[src/rtl/toggle_pulse_gen.sv]
// toggle_pulse_gen
//
// Debounces a raw push-button and emits a single-cycle toggle strobe for a
// downstream T flip-flop once per accepted press.
//
// The raw level is synchronised into the clock domain. A free-running
// prescaler produces a slow enable tick. A four-state debounce FSM accepts a
// level change only after DEB_TICKS consecutive ticks with the new level held.
// Any bounce restarts the count.
//
// Parameters
//   DIV        clk cycles per enable tick (>= 2)
//   DEB_TICKS  consecutive stable ticks needed to accept a change (>= 1)
//
// Ports
//   clk    in   system clock; all state changes on its rising edge
//   reset  in   asynchronous, active-low reset
//   btn    in   raw, bouncy, asynchronous button level
//   t      out  one-cycle toggle strobe per accepted press (registered)
//   tick   out  prescaler enable, high one cycle in every DIV cycles
//   level  out  debounced button level
module toggle_pulse_gen #(
  parameter int DIV       = 50000,
  parameter int DEB_TICKS = 20
) (
  input  logic clk,
  input  logic reset,
  input  logic btn,
  output logic t,
  output logic tick,
  output logic level
);

  localparam int SYNC_STAGES = 2;
  localparam int PW = $clog2(DIV);
  localparam int CW = $clog2(DEB_TICKS + 1);

  localparam logic [PW-1:0] PRESC_LAST = PW'(DIV - 1);
  localparam logic [CW-1:0] DEB_LAST   = CW'(DEB_TICKS);
  localparam logic [CW-1:0] CNT_ONE    = CW'(1);

  typedef enum logic [1:0] {
    IDLE         = 2'd0,
    PRESS_WAIT   = 2'd1,
    HELD         = 2'd2,
    RELEASE_WAIT = 2'd3
  } state_t;

  // ---------------------------------------------------------------------------
  // Input synchroniser
  // ---------------------------------------------------------------------------
  logic [SYNC_STAGES-1:0] sync_reg;
  logic [SYNC_STAGES-1:0] sync_next;
  logic                   btn_s;

  for (genvar gi = 0; gi < SYNC_STAGES; gi++) begin : g_sync
    if (gi == 0) begin : g_first
      assign sync_next[gi] = btn;
    end else begin : g_chain
      assign sync_next[gi] = sync_reg[gi-1];
    end
  end

  always_ff @(posedge clk or negedge reset) begin
    if (!reset) begin
      sync_reg <= '0;
    end else begin
      sync_reg <= sync_next;
    end
  end

  assign btn_s = sync_reg[SYNC_STAGES-1];

  // ---------------------------------------------------------------------------
  // Prescaler
  // ---------------------------------------------------------------------------
  logic [PW-1:0] presc_reg;

  always_ff @(posedge clk or negedge reset) begin
    if (!reset) begin
      presc_reg <= '0;
    end else if (presc_reg == PRESC_LAST) begin
      presc_reg <= '0;
    end else begin
      presc_reg <= presc_reg + 1'b1;
    end
  end

  // Decoded directly from the counter, so it is low while reset holds it at 0.
  assign tick = (presc_reg == PRESC_LAST);

  // ---------------------------------------------------------------------------
  // Debounce FSM
  // ---------------------------------------------------------------------------
  state_t        state_reg;
  state_t        state_next;
  logic [CW-1:0] cnt_reg;
  logic [CW-1:0] cnt_next;
  logic [CW-1:0] cnt_inc;
  logic          t_reg;
  logic          t_next;

  // Saturating increment. The FSM leaves the wait states on reaching
  // DEB_LAST, so the clamp only guards against a wrap.
  assign cnt_inc = (cnt_reg >= DEB_LAST) ? DEB_LAST : cnt_reg + CNT_ONE;

  always_ff @(posedge clk or negedge reset) begin
    if (!reset) begin
      state_reg <= IDLE;
      cnt_reg   <= '0;
      t_reg     <= 1'b0;
    end else begin
      state_reg <= state_next;
      cnt_reg   <= cnt_next;
      t_reg     <= t_next;
    end
  end

  // In both wait states a bounce is tested before the tick. A level change
  // therefore clears the count, even when a tick arrives in the same cycle.
  always_comb begin
    state_next = state_reg;
    cnt_next   = cnt_reg;
    t_next     = 1'b0;
    case (state_reg)
      IDLE: begin
        if (btn_s) begin
          state_next = PRESS_WAIT;
          cnt_next   = '0;
        end
      end
      PRESS_WAIT: begin
        if (!btn_s) begin
          state_next = IDLE;
          cnt_next   = '0;
        end else if (tick) begin
          cnt_next = cnt_inc;
          if (cnt_inc == DEB_LAST) begin
            state_next = HELD;
            t_next     = 1'b1;   // the only path that raises the strobe
          end
        end
      end
      HELD: begin
        if (!btn_s) begin
          state_next = RELEASE_WAIT;
          cnt_next   = '0;
        end
      end
      RELEASE_WAIT: begin
        if (btn_s) begin
          state_next = HELD;
          cnt_next   = '0;
        end else if (tick) begin
          cnt_next = cnt_inc;
          if (cnt_inc == DEB_LAST) begin
            state_next = IDLE;
          end
        end
      end
      default: begin
        state_next = IDLE;
        cnt_next   = '0;
      end
    endcase
  end

  assign t     = t_reg;
  assign level = (state_reg == HELD) || (state_reg == RELEASE_WAIT);

endmodule
[config.mk]
export PLATFORM = sky130hd
export DESIGN_NAME = toggle_pulse_gen
export DESIGN_NICKNAME = d
export VERILOG_FILES = /design/src/rtl/toggle_pulse_gen.sv
export SDC_FILE = /design/constraint.sdc
export NUM_CORES = 1
export LEC_CHECK = 0
export CAP_MARGIN = 20
export CORE_ASPECT_RATIO = 1.1
export CORE_UTILIZATION = 60
export CTS_BUF_LIST = sky130_fd_sc_hd__clkbuf_2 sky130_fd_sc_hd__clkbuf_4 sky130_fd_sc_hd__clkbuf_8
export DETAILED_ROUTE_END_ITERATION = 16
export PLACE_DENSITY = 0.8
export SYNTH_ARGS = -nofsm -noshare
export SYNTH_HDL_FRONTEND = slang
export SYNTH_SLANG_ARGS = --single-unit
[constraint.sdc]
create_clock -name clk -period 4.05 [get_ports clk]
set_input_delay 0.81 -clock clk [delete_from_list [all_inputs] [get_ports clk]]
set_output_delay 0.81 -clock clk [all_outputs]
set_load 0.1 [all_outputs]
==> flow_metrics.env <==
export IMPL_vias=941
export IMPL_intPower_w=0.000365
export IMPL_wl_per_cell_um=14.9
export IMPL_maxCapViolations=0
export IMPL_fin_crit_sh=0.725
export IMPL_ir_drop_v=0.000275
export IMPL_clk_pin_slew_ps=140
export IMPL_grt_pass1_vias=973
export IMPL_holdWs_ps=381
export IMPL_gp_congestion=0.858
export IMPL_worst_pin_slew_ps=962
export IMPL_path_class="reg2out"
export IMPL_largest_reg_flops=16
export IMPL_holdCritPathClass="reg2reg"
export IMPL_syn_area_um2=1310
export IMPL_clk_insertion_delay_late_ps=310
export IMPL_antenna_left=0
export IMPL_first_pass_iters=4
export IMPL_final_max_slew_viol_count=0
export IMPL_drc=0
export IMPL_die_y_um=51.1
export IMPL_fmax_mhz=341
export IMPL_io_pins=6
export IMPL_clockBufferDepth=2
export IMPL_core_area_um2=2040
export IMPL_n_antenna_cell=0
export IMPL_p_per_area_nw_per_um2=309
export IMPL_fillers=152
export IMPL_p_clk_frac=0.382
export IMPL_wirelength_um=2360
export IMPL_fin_crit_ps=2940
export IMPL_detailed_place_hpwl_um=1720
export IMPL_power_frac_comb=0.028
export IMPL_yosys_warnings=0
export IMPL_max_slew_margin=0.357
export IMPL_h_tree_depth=1
export IMPL_initial_core_util=0.643
export IMPL_dieArea_um2=2380
export IMPL_syn_nets=128
export IMPL_routed_via_density=5.96
export IMPL_cts_sinks=26
export IMPL_syn_to_final_growth_pct=10.3
export IMPL_post_cts_buffers=0
export IMPL_drive_gt1_frac=0.0923
export IMPL_worstPathRequired_ps=3240
export IMPL_cp_max_fo=18
export IMPL_ctsResizeCount=0
export IMPL_crit_arrival_ps=2130
export IMPL_end_kind="output port"
export IMPL_cts_tree="built"
export IMPL_synthDistinctLibCells=34
export IMPL_power_total_w=0.000447
export IMPL_synth_enable_flop_cells=0
export IMPL_rsz0062_at_grt="no"
export IMPL_status="completed"
export IMPL_grt_pass1_wl_um=4240
export IMPL_clockRootBuffer="clkbuf_4"
export IMPL_pwr_share_seq=0.589
export IMPL_cts_buffers_inserted=3
export IMPL_synthArstFlopShare=1.00
export IMPL_antenna_found_initial=0
export IMPL_finClkSkew_ps=8.28
export IMPL_grt_ovfl_total=0
export IMPL_rows=17
export IMPL_synthCells=122
export IMPL_seqCellArea_um2=651
export IMPL_finalSetupTns_ps=0
export IMPL_nets=137
export IMPL_avgSynthCellArea_um2=10.8
export IMPL_ys_flop_type="dfrtp_1"
export IMPL_die_w_um=46.6
export IMPL_ys_seq_area_frac=0.496
export IMPL_dr_first_iter_drc_count=16
export IMPL_hold_viol_final=0
export IMPL_start_kind="flip-flop"
export IMPL_ys_seq_elements=26
export IMPL_grt_max_degree=27
export IMPL_portBuffers=5
export IMPL_holdBufCountCts=0
export IMPL_p_sw_frac=0.184
export IMPL_multi_input_area_um2=632
export IMPL_p_switching_w=0.0000821
export IMPL_grt_total_usage=0.249
export IMPL_setup_violations=0
export IMPL_p_leak_nw=0.647
==> cell families after synthesis <==
logic type	Yosys count	synth area share
xor+xnor	14	0.0934
flops	26	0.496
buf+inv	7	0.0229
simple gates	58	0.272
fa+ha+maj	3	0.0286
mux	5	0.0429
compound gates	9	0.0448
==> worst paths after layout <==
check | slack (ps) | endpoint | cells after the start | start
hold reg to reg | 380 | sync_reg[1] | 0 | sync_reg[0]
setup / recovery | 1110 | tick | 4 | presc_reg[5]
max in group asynchronous | 2950 | cnt_reg[3] | 2 | reset
setup reg to reg | 1960 | flip-flop | 5 | presc_reg[5]
hold / removal | 380 | sync_reg[1] | 0 | sync_reg[0]
min in group asynchronous | 850 | async pin | 2 | reset
==> routing by layer <==
| metal | track usage | vias up | wire length [um] |
|---|---|---|---|
| met2 | 0.421 | 17 | 1240 |
| met4 | 0.0735 | 0 | 9 |
| li1 | - | 456 | - |
| met3 | 0.0353 | 2 | 55 |
| met5 | 0 | - | 0 |
| met1 | 0.322 | 466 | 1050 |
==> area by class of cell <==
type	instances	share of cell area
Sequential cell	26	0.449
Multi-Input combinational cell	89	0.436
Tap cell	28	0.0242
Clock buffer	3	0.0156
Inverter	4	0.0104
Timing Repair Buffer	7	0.0432
Clock inverter	1	0.0207
==> worst max-delay path, stage by stage, from the launching register on <==
cell and delay (ps):
dfrtp_1 460, or4b_4 570, nor4_4 210, buf_4 260
buf_4 320
==> stage by stage <==
stage                     cell area (um2)  std cells   util  setup WS, ps
final                                1450        158  0.709          1110
after global placement               1400        154  0.683          1490
after floorplan                      1310        122      -          1500
after detailed placement             1400        154  0.683          1470
after global routing                 1450        158  0.709          1030
after CTS                            1450        158  0.709          1090
==> cell usage in the layout (no fill, tap or decap) <==
master / instances
mux2_4: 1
nand4_1: 8
clkbuf_4: 3
ha_1: 3
or4_1: 1
nor4_1: 1
buf_4: 3
clkdlybuf4s50_1: 4
nor4b_1: 1
nand4bb_1: 1
or4bb_1: 1
dfrtp_1: 26
mux2i_1: 3
nand4_2: 1
nand2b_1: 3
nor3b_1: 1
o31ai_1: 3
o311ai_0: 1
nor3_1: 1
bufinv_16: 1
and3_1: 6
a31oi_1: 2
or4b_4: 1
nand2_1: 5
o21ai_0: 3
nor4_4: 1
nor2b_1: 1
or3_1: 1
xor2_1: 5
and2_1: 2
mux2_2: 1
nor2_1: 10
and4_1: 1
nand3_1: 11
inv_1: 4
xnor2_1: 9
==> cell usage after synthesis (all sizes together) (4+ instances only) <==
master	instances	area (um2)
nand2	5	18.8
xor2	5	43.8
inv	4	15.0
and3	6	37.5
dfrtp	26	651
xnor2	9	78.8
nand4	9	62.6
nand3	11	55.1
nor2	10	37.5
==> power groups by stage <==
| stage | Sequential (W) | Combinational, W | Clock, W |
|---|---|---|---|
| 2_1_floorplan | 0.000267 | 0.00000505 | 0 |
| 3_3_place_gp | 0.000268 | 0.0000124 | 0 |
| 3_5_place_dp | 0.000268 | 0.0000129 | 0 |
| 4_1_cts | 0.000263 | 0.0000130 | 0.000179 |
| 5_1_grt | 0.000264 | 0.0000145 | 0.000189 |
| 6_report | 0.000263 | 0.0000126 | 0.000171 |
Note: power is estimated with default switching activity, not from simulation.
